==> src/rtl/fanout_fork_ctrl.sv <==
// Eager-fork controller: one ready/valid producer feeding up to NUM_OUT consumers,
// with a registered per-consumer done mask, deferred config load, stall watchdog and token counter.
module fanout_fork_ctrl #(
  parameter int unsigned NUM_OUT     = 9,
  parameter int unsigned STALL_LIMIT = 1024,
  parameter int unsigned CNT_W       = 16
) (
  input  logic               clk,
  input  logic               rst_n,
  input  logic               cfg_we,
  input  logic [NUM_OUT-1:0] cfg_sel_in,
  output logic [NUM_OUT-1:0] cfg_sel,
  input  logic               valid_in,
  output logic               ready_out,
  output logic [NUM_OUT-1:0] valid_o,
  input  logic [NUM_OUT-1:0] ready_i,
  output logic               stall_flag,
  input  logic               stall_clr,
  output logic [CNT_W-1:0]   token_cnt
);

  localparam int unsigned SW = $clog2(STALL_LIMIT + 1);
  localparam logic [SW-1:0] LIM = SW'(STALL_LIMIT);

  typedef enum logic {IDLE, PARTIAL} state_t;

  state_t             state, state_nxt;
  logic [NUM_OUT-1:0] done, done_nxt;
  logic [NUM_OUT-1:0] take;
  logic [NUM_OUT-1:0] pend_sel;
  logic               pend_valid;
  logic [SW-1:0]      stall_cnt;
  logic               fire, stall, direct_load;

  always_comb begin
    valid_o     = {NUM_OUT{valid_in}} & cfg_sel & ~done;
    take        = valid_o & ready_i;
    ready_out   = &(~cfg_sel | done | ready_i);
    fire        = valid_in & ready_out;
    stall       = valid_in & ~ready_out;
    done_nxt    = fire ? '0 : (done | take);
    direct_load = cfg_we & (state == IDLE) & ~(|take);
    state_nxt   = state;
    case (state)
      IDLE:    if (valid_in && !fire && (|take)) state_nxt = PARTIAL;
      PARTIAL: if (fire) state_nxt = IDLE;
      default: state_nxt = IDLE;
    endcase
  end

  always_ff @(posedge clk or negedge rst_n) begin
    if (!rst_n) begin
      state <= IDLE;
      done  <= '0;
    end else begin
      state <= state_nxt;
      done  <= done_nxt;
    end
  end

  // A deferred write landing in the fire cycle overwrites pend_sel and waits for the next fire.
  always_ff @(posedge clk or negedge rst_n) begin
    if (!rst_n) begin
      cfg_sel    <= '0;
      pend_sel   <= '0;
      pend_valid <= 1'b0;
    end else if (direct_load) begin
      cfg_sel    <= cfg_sel_in;
      pend_valid <= 1'b0;
    end else if (cfg_we) begin
      pend_sel   <= cfg_sel_in;
      pend_valid <= 1'b1;
    end else if (fire && pend_valid) begin
      cfg_sel    <= pend_sel;
      pend_valid <= 1'b0;
    end
  end

  always_ff @(posedge clk or negedge rst_n) begin
    if (!rst_n) begin
      stall_cnt  <= '0;
      stall_flag <= 1'b0;
      token_cnt  <= '0;
    end else begin
      if (fire) token_cnt <= token_cnt + 1'b1;
      if (fire || stall_clr) stall_cnt <= '0;
      else if (stall && stall_cnt != LIM) stall_cnt <= stall_cnt + 1'b1;
      if (stall_clr) stall_flag <= 1'b0;
      else if (stall && stall_cnt == LIM - 1'b1) stall_flag <= 1'b1;
    end
  end

endmodule

==> config.mk <==
export PLATFORM = sky130hd
export DESIGN_NAME = fanout_fork_ctrl
export DESIGN_NICKNAME = d
export VERILOG_FILES = /design/src/rtl/fanout_fork_ctrl.sv
export SDC_FILE = /design/constraint.sdc
export NUM_CORES = 1
export LEC_CHECK = 0
export ABC_CLOCK_PERIOD_IN_PS = 6900
export CORE_ASPECT_RATIO = 0.9
export CORE_MARGIN = 5
export CORE_UTILIZATION = 54
export CTS_BUF_LIST = sky130_fd_sc_hd__clkbuf_4 sky130_fd_sc_hd__clkbuf_8
export CTS_CLUSTER_DIAMETER = 100
export DETAILED_ROUTE_END_ITERATION = 12
export GPL_ROUTABILITY_DRIVEN = 0
export PLACE_DENSITY = 0.94
export SYNTH_ARGS = -nofsm -noshare
export SYNTH_HDL_FRONTEND = slang
export SYNTH_SLANG_ARGS = --single-unit
==> constraint.sdc <==
create_clock -name clk -period 6.9 [get_ports clk]
set_input_delay 2.07 -clock clk [delete_from_list [all_inputs] [get_ports clk]]
set_output_delay 2.07 -clock clk [all_outputs]
set_load 0.01 [all_outputs]
### Word-level counts from Yosys, hierarchy flattened

Index checks and enable logic that the tools add are counted.

| storage, ports and cells | value |
|---|---|
| logic and storage cells | 58 |
| input port bits | 23 |
| memories kept | 0 |
| output and inout port bits | 36 |
| memory bits (writable) | 0 |
| memory bits (read-only) | 0 |
| latch bits | 0 |
| bits in registers | 57 |

| operators by class | value |
|---|---|
| multipliers | 0 |
| magnitude comparators | 0 |
| bitwise gates (word level) | 16 |
| shift operators | 0 |
| multiplexer cells | 14 |
| equal/unequal tests | 3 |
| div/mod/pow operators | 0 |
| reductions and logical operators | 15 |
| add/subtract/negate cells | 2 |

Operators with widths:

| kind | number |
|---|---|
| 9-bit two-way mux | 4 |
| 9-bit bitwise AND | 3 |
| 9-bit OR | 3 |
| 11-bit two-way mux | 2 |
| 9-bit NOT | 2 |
| 16-bit by 1-bit adder with 16-bit output, second input constant | 1 |
| 11-bit by 1-bit adder with 11-bit output, second input constant | 1 |
| 11-bit by 10-bit equality test with 1-bit output, second input constant | 1 |
| 11-bit != test, second input constant | 1 |
| 9-bit AND reduction | 1 |
| 9-bit OR reduction | 1 |
| 1-bit two-way mux | 7 |
| 2-bit nonzero test | 3 |
| 1-bit logical AND | 5 |
| 1-bit bitwise AND | 4 |
| 1-bit NOT | 4 |
| 2-bit AND reduction | 2 |
| 3-bit nonzero test | 1 |
| 2-bit by 1-bit != test with 1-bit output, second input constant | 1 |
| 1-bit case mux with 2 select lines | 1 |
| 1-bit zero test | 1 |
| 1-bit logical OR | 1 |

### Logic depth before layout (Yosys ltp)

Gate-level depths: netlist of the first run.

| depth | value |
|---|---|
| word-level depth | 10 |
| gate-level depth with buffers | 8 |
| depth with buffers taken out | 5 |

### Worst setup path before layout of the first run

No wires, ideal clock.

| timing | value |
|---|---|
| kind | input to output |
| from | in ready_i[3] |
| to | out ready_out |
| path buffers | 1 |
| arrival | 3,080 ps |
| required time | 4,830 ps |
| stages | 4 |
| path slack | 1,750 ps |
| path through | nor3b_1 or4_4 nor3_4 buf_6 |

| between the ends | value |
|---|---|
| longest elaborated chain between the ends | 2 |

Ends and longest elaborated chain:

| element | RTL line | text |
|---|---|---|
| start: declaration | 16 | `input logic [NUM_OUT-1:0] ready_i,` |
| 9-bit OR | 38 | `ready_out = &(~cfg_sel \| done \| ready_i);` |
| 9-bit AND reduction | 38 |  |
| end: declaration | 14 | `output logic ready_out,` |

Every way passes these cells.

### Final worst setup path of the first run

Ends and elaborated chain as after synthesis.

==> key figures, run 1 <==
Critical path
  • RR Startpoint: cfg_sel[3]
  • Reg2Reg Setup Slack: 4.28 ns
  • Crit path to: ready_out
  • Worst r2r path cells: 5
  • R2r endpoint: stall_cnt[0]
  • Critical Path Start Type: input pin
  • Critical path startpoint: ready_i[3]
  • Worst EP arrival: approximately 4.1 ns
  • Setup CP Type: in -> out
  • Worst EP required: 4.83 ns
  • Crit Path Max Fanout: 3
  • Crit end category: output port

STA
  • Final worst slack: 0.779 ns
  • Rel. slew slack: a little over a third
  • Final Hold Vio Count: 0
  • Setup Viol. Count Final: 0
  • Hold_ws: 0.468 ns
  • Unrepaired setup endpoints after global routing: no
  • Min cycle time layout: 6.12 ns
  • Final Cycle Share: between 80% and 90%
  • Setup tns final: 0 ns
  • Final slew viol count: 0
  • Worst slew pin tran: between 0.9 and 1 ns
  • Skew final: 0.00453 ns
  • Maximum clock rate: around 160 MHz

Global route
  • Largest net degree at the start of global routing: 58
  • First-pass GRT wire length: between 10 and 15 mm
  • Total track usage: 22.7%
  • Vias in the first global route: between 2k and 2.5k
  • Number of antenna violations at the first check in global routing: 0
  • Grt total ovfl: 0

Routing
  • Drt wl/cell: approximately 18 um
  • DRT Pass-1 Iters: 4
  • Via Count: between 2k and 2.5k
  • WL final: 7.31 mm
  • Drt drc: 0
  • DRT iter0 DRCs: 185
  • Vias per std cell: about 6.1
  • ANT nets after route: 0

CTS
  • CTS tree: built
  • Post-CTS Setup Bufs: 0
  • Root Buffer: clkbuf_8
  • Clock-pin slew on the worst setup and hold paths: ~0.06 ns
  • H-tree depth: 3
  • Hold Buf Count CTS: 0
  • Resized cells post-CTS: 0
  • Clk Latency, worst-skew pair: between 0.3 and 0.4 ns
  • Num CTS Buffers: 9
  • Num Clock Sinks: 57
  • Clock Path Buffers: 2

Layout
  • Nets@finish: 350
  • Fill cell instance count of the final layout: 359
  • Util after Layout: between 70% and 80%
  • Diodes inserted: 0
  • Fraction of layout cells with a size suffix above 1: 11.6%
  • Area Growth Syn to Fin: 27.3%

Placed design
  • IO Port Bufs: between 50 and 60
  • DP Wirelength: just under 5 mm
  • Pre-CTS worst setup slack: around 0.80 ns

Power
  • Leak: roughly 1.6 nW
  • Tot Pwr: around 1.3 mW
  • Maximum vdd drop: 0.243 mV
  • PwrDens: ~350 nW/um2

Logic synthesis
  • Cell Area, Synth: 2940 um2
  • Syn_area_per_cell: between 10 and 15 um2
  • Yosys warning count: 0
  • Yosys reg bits: between 50 and 60
  • Cell with the most instances after synthesis: dfrtp_1
  • Post-synthesis cell type count: 42
  • Predominant post-synthesis flop cell: dfrtp_1
  • Commonest cells in the netlist: 57 x dfrtp_1, 21 x a21oi_1, 17 x nor2_1, 12 x nand4_1, 12 x xnor2_1
  • Synth async-reset ratio: 100%
  • Top cells by area, synth: dfrtp_1 49%, mux2_4 4.6%, a21oi_1 3.6%, xnor2_1 3.6%, mux2i_1 3.1%
  • Sequential area share after synthesis: 48.6%
  • Post-Synthesis Cells: 261
  • EDFF count, synth: 0
  • Mapped Nets: 287
  • Post-synth top area share: between 40% and 50%
  • Synth area leader: dfrtp_1

Floorplanning
  • Initial Util: a little under three fifths
  • Die area: around 7000 um2
  • Die Height: 80.0 um
  • Placeable Area: ~5300 um2
  • Rows: 25
  • IO Count: slightly below 60
  • Chip width: about 90 um

Worst hold path
  • Worst Min Path Start: token_cnt[15]
  • Hold Crit Class: reg -> reg

Outcome
  • Run status: completed

Flow run
  • Max_cap viols: 0
## worst max-delay path: stages
cell and delay (ns):
clkdlybuf4s50_1 0.51, nor3b_1 0.08, or4_4 0.59, nor3_4 0.23, clkdlybuf4s50_1 0.57
## worst min-delay path by stage
| stage | to | slack [ns] | cells after the start |
|---|---|---|---|
| 2_1_floorplan | done[0] | 0.47 | 2 |
| 3_3_place_gp | token_cnt[15] | 0.46 | 1 |
| 3_5_place_dp | token_cnt[15] | 0.46 | 1 |
| 4_1_cts | token_cnt[15] | 0.47 | 1 |
| 5_1_grt | token_cnt[15] | 0.50 | 1 |
| 6_report | token_cnt[15] | 0.47 | 1 |
## registers in the layout, summed over array words and instances (netlist names)
name and flops:
stall_cnt 11, state 1, stall_flag 1, pend_valid 1
done 9, token_cnt 16, pend_sel 9, cfg_sel 9
## cell type report
type / instances / area (um2) / area share, %
flip-flops and latches: 57 / 1430 / 38.2
multi-input cells: 188 / 1420 / 38.1
clock buffers: 13 / 166 / 4.45
repair buffers: 61 / 598 / 16.0
well taps: 67 / 83.8 / 2.24
inverters: 7 / 26.3 / 0.703
clock inverters: 3 / 15.0 / 0.402
## cells by family after synthesis
kind of cell | count (synthesis) | synth area share (%)
simple gates | 106 | 23.8
xor+xnor | 18 | 5.37
compound gates | 43 | 10.3
mux | 18 | 7.67
buf+inv | 16 | 3.02
fa+ha+maj | 3 | 1.28
flops | 57 | 48.6
## layout by cell type (no fill, tap or decap), types with 2 or more instances in the layout
cell	synthesis	final
a2111oi_4	2	2
a21oi_1	21	21
and3_1	5	5
and3b_1	4	4
and4_1	4	4
and4b_1	6	6
buf_4	0	3
clkbuf_4	0	2
clkbuf_8	0	11
clkdlybuf4s50_1	0	57
clkinv_2	0	3
dfrtp_1	57	57
ha_1	3	3
inv_1	7	7
mux2_4	9	9
mux2i_1	9	9
nand2_1	9	9
nand2b_1	4	4
nand3_1	10	10
nand4_1	12	12
nor2_1	17	17
nor3b_1	9	9
nor4_1	6	6
o21a_1	6	6
o21ai_1	3	3
o31ai_1	6	6
or3_1	2	2
or3b_1	4	4
or4_1	6	6
xnor2_1	12	12
xor2_1	6	6
## per-layer routing
| metal | up-vias | global-route usage [%] | wire, um |
|---|---|---|---|
| li1 | 1097 | - | - |
| met1 | 1200 | 29.0 | 3130 |
| met2 | 84 | 37.0 | 3640 |
| met3 | 16 | 4.64 | 405 |
| met4 | 0 | 10.3 | 144 |
| met5 | - | 0 | 0 |
## stage by stage
step           instance area (um2)  instances
3_3_place_gp                  3560        380
3_5_place_dp                  3560        380
5_1_grt                       3740        396
6_report                      3740        396
4_1_cts                       3740        396
2_1_floorplan                 2940        261
## power by group
part | internal, mW | switching, mW
Clock | 0.156 | 0.133
Sequential | 0.421 | 0.0896
Combinational | 0.263 | 0.248
Total | 0.840 | 0.470
(Power assumes the default switching activity.)
==> run 2: changes to the inputs <==
==> config.mk (replaced) <==
export PLATFORM = sky130hd
export DESIGN_NAME = fanout_fork_ctrl
export DESIGN_NICKNAME = d
export VERILOG_FILES = /design/src/rtl/fanout_fork_ctrl.sv
export SDC_FILE = /design/constraint.sdc
export NUM_CORES = 1
export LEC_CHECK = 0
export ABC_CLOCK_PERIOD_IN_PS = 5400
export CORE_ASPECT_RATIO = 0.9
export CORE_UTILIZATION = 48
export CTS_BUF_LIST = sky130_fd_sc_hd__clkbuf_4 sky130_fd_sc_hd__clkbuf_8
export CTS_CLUSTER_DIAMETER = 100
export DETAILED_ROUTE_END_ITERATION = 12
export GPL_ROUTABILITY_DRIVEN = 0
export PLACE_DENSITY = 0.89
export SYNTH_ARGS = -nofsm -noshare
export SYNTH_HDL_FRONTEND = slang
export SYNTH_SLANG_ARGS = --single-unit
==> constraint.sdc (replaced) <==
create_clock -name clk -period 5.4 [get_ports clk]
set_input_delay 1.62 -clock clk [delete_from_list [all_inputs] [get_ports clk]]
set_output_delay 1.62 -clock clk [all_outputs]
set_load 0.01 [all_outputs]
==> run 2 against run 1 <==
Against the previous run: the run now ends with DRC left; total power grew 38%; clock power grew 73%; non-clock buffer count grew 1; via count shrank 0.50%; first-iteration DRC count grew 28%; sequential share of layout area shrank 0.82 points; utilization shrank 5.2 points; hold slack gained 0.0045 ns; cell count grew 1.0%; setup slack lost 0.60 ns; critical path type unchanged.
==> key figures, run 2 (same netlist as run 1, synthesis figures left out) <==
STA
  • Worst slew pin tran: between 0.9 and 1 ns
  • Unrepaired setup endpoints after global routing: no
  • Skew final: between 0.008 and 0.009 ns
  • Final Cycle Share: between 90% and 100%
  • Final slew viol count: 0
  • Hold_ws: between 0.4 and 0.5 ns
  • Final Hold Vio Count: 0
  • Rel. slew slack: between 30% and 40%
  • Setup tns final: 0 ns
  • Maximum clock rate: about 190 MHz
  • Min cycle time layout: about 5.2 ns
  • Setup Viol. Count Final: 0

Layout
  • Leading registers by flop count: token_cnt (16), stall_cnt (11)
  • Nets@finish: about 350
  • Fill cell instance count of the final layout: ~450
  • Util after Layout: approximately two thirds
  • Commonest cells after routing, fill and taps aside: 57 x dfrtp_1, 57 x clkdlybuf4s50_1, 21 x a21oi_1
  • Area Growth Syn to Fin: 30.1%
  • Fraction of layout cells with a size suffix above 1: 11.8%
  • Diodes inserted: 0
  • Multi-input gate area: around 1400 um2
  • Top reg by flops: token_cnt
  • Largest register FFs: 16
  • Reg area: ~1400 um2

Routing
  • Drt wl/cell: around 18 um
  • Vias per std cell: approximately 6.0
  • Drt drc: 6
  • ANT nets after route: 0
  • DRT Pass-1 Iters: 8
  • DRT iter0 DRCs: 237
  • WL final: around 7.3 mm
  • Via Count: around 2.4k

Global route
  • Total track usage: a little under a quarter
  • Vias in the first global route: approximately 2.4k
  • Largest net degree at the start of global routing: just under 60
  • Grt total ovfl: 0
  • Number of antenna violations at the first check in global routing: 0
  • First-pass GRT wire length: about 12 mm

Critical path
  • Critical Path Start Type: input pin
  • Worst r2r path cells: 5
  • Worst EP required: 3.78 ns
  • Worst EP arrival: 3.60 ns
  • Cells along the critical path: clkdlybuf4s50_1, nor3b_1, or4_4, nor3_4, clkdlybuf4s50_1
  • Top cell by count, worst path: clkdlybuf4s50_1
  • Crit end category: output port
  • Crit Path Max Fanout: 3
  • Largest stage delay, worst path: between 0.5 and 0.6 ns
  • Slowest cell on the critical path: or4_4
  • Setup CP Type: in -> out

Floorplanning
  • Initial Util: 50.7%
  • IO Count: 59
  • Chip width: ~84 um
  • Die Height: about 76 um
  • Rows: 26
  • Placeable Area: ~5800 um2
  • Die area: around 6400 um2

Power
  • Net Sw Frac: between 30% and 40%
  • Clock share of power: between 20% and 30%
  • Maximum vdd drop: around 0.34 mV
  • PwrDens: around 470 nW/um2
  • Register share of total power: a little over a third
  • Cell Int Power: approximately 1.2 mW
  • Tot Pwr: around 1.8 mW
  • Comb power frac: 36.3%
  • Switching power: ~610 uW
  • Leak: roughly 1.6 nW

Placed design
  • DP Wirelength: around 5 mm
  • IO Port Bufs: 58

CTS
  • Clk Latency, worst-skew pair: between 0.3 and 0.4 ns
  • CTS tree: built
  • Hold Buf Count CTS: 0
  • Num Clock Sinks: 57
  • Resized cells post-CTS: 0
  • H-tree depth: 3
  • Root Buffer: clkbuf_8
  • Clock-pin slew on the worst setup and hold paths: 0.07 ns
  • Post-CTS Setup Bufs: 0
  • Clock Path Buffers: 2
  • Num CTS Buffers: 9

Worst hold path
  • Hold Crit Class: reg -> reg
  • Worst Hold Depth: 1

Outcome
  • Run status: finished with violations
  • Failing checks: DRC

Flow run
  • Max_cap viols: 0
run 2: power by group through the flow:
stage	Sequential (mW)	Combinational, mW	Clock, mW
6_report	0.649	0.653	0.500
5_1_grt	0.664	0.696	0.526
4_1_cts	0.646	0.653	0.507
3_5_place_dp	0.651	0.641	0
3_3_place_gp	0.644	0.619	0
2_1_floorplan	0.646	0.377	0
run 2: path summary, 6_finish.rpt:
path                          startpoint             to  slack (ns)
setup / recovery              ready_i[3]      ready_out        0.18
hold / removal             token_cnt[15]  token_cnt[15]        0.47
setup reg to reg              cfg_sel[6]     cfg_sel[1]        2.86
hold reg to reg            token_cnt[15]  token_cnt[15]        0.47
max in group asynchronous          rst_n    pend_sel[3]        3.50
min in group asynchronous          rst_n     cfg_sel[1]        1.42
run 2: metal layers:
layer	GRT usage (%)	vias up	share of wire [%]
met5	0	-	0
met4	7.12	0	1.9
met3	8.13	15	5.8
met2	38.1	76	49
met1	29.1	1194	43
li1	-	1100	-
run 2: final cells by class:
type / instances / area share [%]
multi-input cells: 188 / 37.2
repair buffers: 62 / 15.8
inverters: 7 / 0.688
flip-flops and latches: 57 / 37.3
clock buffers: 10 / 3.60
well taps: 70 / 2.29
clock inverters: 6 / 3.01
run 2: critical path: cells and delay by family:
kind | cells | cell delay (ns)
buf+inv | 2 | 1.08
simple gates | 3 | 0.90
run 2: through the flow:
step           worst slack (ns)  area, um2  instances
3_3_place_gp              0.228       3570        384
6_report                  0.179       3820        400
4_1_cts                   0.196       3820        400
3_5_place_dp              0.207       3570        384
2_1_floorplan              1.15       2940        261
5_1_grt                   0.127       3820        400
==> run 3: changes to the inputs <==
--- a/config.mk
+++ b/config.mk
@@ -10,9 +10,11 @@
 export CORE_UTILIZATION = 48
 export CTS_BUF_LIST = sky130_fd_sc_hd__clkbuf_4 sky130_fd_sc_hd__clkbuf_8
 export CTS_CLUSTER_DIAMETER = 100
+export CTS_CLUSTER_SIZE = 8
 export DETAILED_ROUTE_END_ITERATION = 12
 export GPL_ROUTABILITY_DRIVEN = 0
 export PLACE_DENSITY = 0.89
+export RECOVER_POWER = 50
 export SYNTH_ARGS = -nofsm -noshare
 export SYNTH_HDL_FRONTEND = slang
 export SYNTH_SLANG_ARGS = --single-unit
==> run 3 against run 2 <==
Against the previous run: the run ends with DRC, capacitance limit, slew limit left; non-clock buffer count stayed put; highest routed layer unchanged; routed wire length is 0.34% lower; sequential power hardly changed; critical endpoint unchanged; largest power group is now registers.
==> key figures, run 3 (same netlist as run 1, synthesis figures left out) <==
Routing
  • DRT Pass-1 Iters: 8
  • ANT nets after route: 0
  • Vias per std cell: between 6 and 7
  • Drt wl/cell: about 18 um
  • Drt drc: 6
  • Via Count: around 2.4k
  • WL final: around 7.3 mm
  • DRT iter0 DRCs: ~280

Layout
  • Largest register FFs: 16
  • Most common cell after layout, fill and taps aside: dfrtp_1
  • Nets@finish: ~350
  • Fraction of layout cells with a size suffix above 1: a little under an eighth
  • Diodes inserted: 0
  • Area Growth Syn to Fin: 29.9%
  • Leading registers by flop count: token_cnt (16), stall_cnt (11)
  • Commonest cells after routing, fill and taps aside: 57 x dfrtp_1, 39 x clkdlybuf4s50_1, 21 x a21oi_1
  • Top reg by flops: token_cnt

Floorplanning
  • Chip width: 84.5 um
  • Rows: 26
  • IO Count: around 60
  • Die area: between 6000 and 7000 um2
  • Initial Util: slightly above 50%
  • Die Height: 76.2 um
  • Placeable Area: slightly below 6000 um2

STA
  • Setup tns final: 0 ns
  • Final Hold Vio Count: 0
  • Min cycle time layout: about 5.2 ns
  • Skew final: roughly 0.0083 ns
  • Maximum clock rate: between 150 and 200 MHz
  • Worst slew pin tran: 3.05 ns
  • Final slew viol count: between 50 and 60
  • Setup Viol. Count Final: 0
  • Unrepaired setup endpoints after global routing: no
  • Final worst slack: between 0.15 and 0.2 ns
  • Final Cycle Share: 96.5%
  • Rel. slew slack: -103%

Critical path
  • Reg2Reg Setup Slack: ~2.9 ns
  • Setup CP Type: in -> out
  • Critical Path Start Type: input pin
  • RR Startpoint: cfg_sel[6]
  • Worst EP required: around 3.8 ns
  • Crit Path Max Fanout: 3
  • Worst r2r path cells: 5
  • R2r endpoint: cfg_sel[1]
  • Worst EP arrival: approximately 3.6 ns
  • Crit end category: output port

Power
  • Leak: 1.61 nW
  • Net Sw Frac: ~34%
  • Cell Int Power: about 1.2 mW
  • PwrDens: roughly 470 nW/um2
  • Tot Pwr: ~1.8 mW
  • Clock share of power: between 20 and 30%
  • Switching power: about 600 uW
  • Maximum vdd drop: roughly 0.34 mV
  • Comb power frac: between 30% and 40%
  • Register share of total power: 36.2%

Flow run
  • Max_cap viols: 1

Outcome
  • Run status: finished with violations
  • Failing checks: DRC, capacitance limit, slew limit

Worst hold path
  • Hold Crit Class: reg -> reg
  • Worst Min Path Start: token_cnt[15]
  • Hold Path End: token_cnt[15]
  • Worst Hold Depth: 1

CTS
  • Num CTS Buffers: 9
  • Num Clock Sinks: 57
  • Clock-pin slew on the worst setup and hold paths: ~0.07 ns
  • CTS tree: built
  • Clk Latency, worst-skew pair: about 0.34 ns
  • H-tree depth: 3
  • Clock Path Buffers: 2
  • Resized cells post-CTS: 0
  • Root Buffer: clkbuf_8
  • Post-CTS Setup Bufs: 0
  • Hold Buf Count CTS: 0

Placed design
  • Pre-CTS worst setup slack: 0.207 ns
  • DP Wirelength: 4.91 mm
  • IO Port Bufs: 58

Global route
  • Number of antenna violations at the first check in global routing: 0
  • Largest net degree at the start of global routing: 58
  • First-pass GRT wire length: ~12 mm
  • Vias in the first global route: approximately 2.4k
  • Total track usage: 23.3%
  • Grt total ovfl: 0
## run 3: cell types whose count changed in the layout (fill, tap and decap cells not counted)
cell	previous run	this run
clkbuf_1	0	1
clkdlybuf4s50_1	57	39
dlygate4sd3_1	0	18
buf_4	4	3
## run 3: final cells by class
class | count | area [um2]
Multi-Input combinational cell | 188 | 1420
Clock buffer | 10 | 138
Fill cell | 446 | 1970
Timing Repair Buffer | 62 | 602
Sequential cell | 57 | 1430
Inverter | 7 | 26.3
Tap cell | 70 | 87.6
Clock inverter | 6 | 115
## run 3: worst max path at each step
stage | slack, ns | depth (start not counted) | end | start
5_1_grt | 0.13 | 5 | ready_out | ready_i[3]
6_report | 0.19 | 5 | ready_out | ready_i[3]
3_5_place_dp | 0.21 | 5 | ready_out | ready_i[3]
3_3_place_gp | 0.23 | 5 | ready_out | ready_i[3]
2_1_floorplan | 1.15 | 4 | ready_out | ready_i[3]
4_1_cts | 0.20 | 5 | ready_out | ready_i[3]
## run 3: power by group through the flow
stage                     logic, mW  registers (mW)  clock network (mW)
final                         0.640           0.647               0.500
after global routing          0.682           0.663               0.526
after floorplan               0.377           0.646                   0
after CTS                     0.653           0.646               0.507
after detailed placement      0.641           0.651                   0
after global placement        0.619           0.644                   0
## run 3: worst max-delay path, stage by stage
cell             delay [ns]
clkdlybuf4s50_1        0.51
nor3b_1                0.08
or4_4                  0.58
nor3_4                 0.23
clkdlybuf4s50_1        0.57
## run 3: metrics by stage
step                      area, um2  hold slack (ns)  util [%]  instances
after CTS                      3820            0.479      66.0        400
final                          3820            0.467      65.9        400
after detailed placement       3570            0.468      61.6        384
after global placement         3570            0.458      61.6        384
after global routing           3820            0.500      65.9        400
after floorplan                2940            0.468         -        261
## run 3: per-layer routing
layer	GRT usage, %	vias up	wire (um)
li1	-	1102	-
met1	29.1	1193	3080
met2	38.1	92	3580
met3	8.13	14	501
met4	7.12	0	126
met5	0	-	0
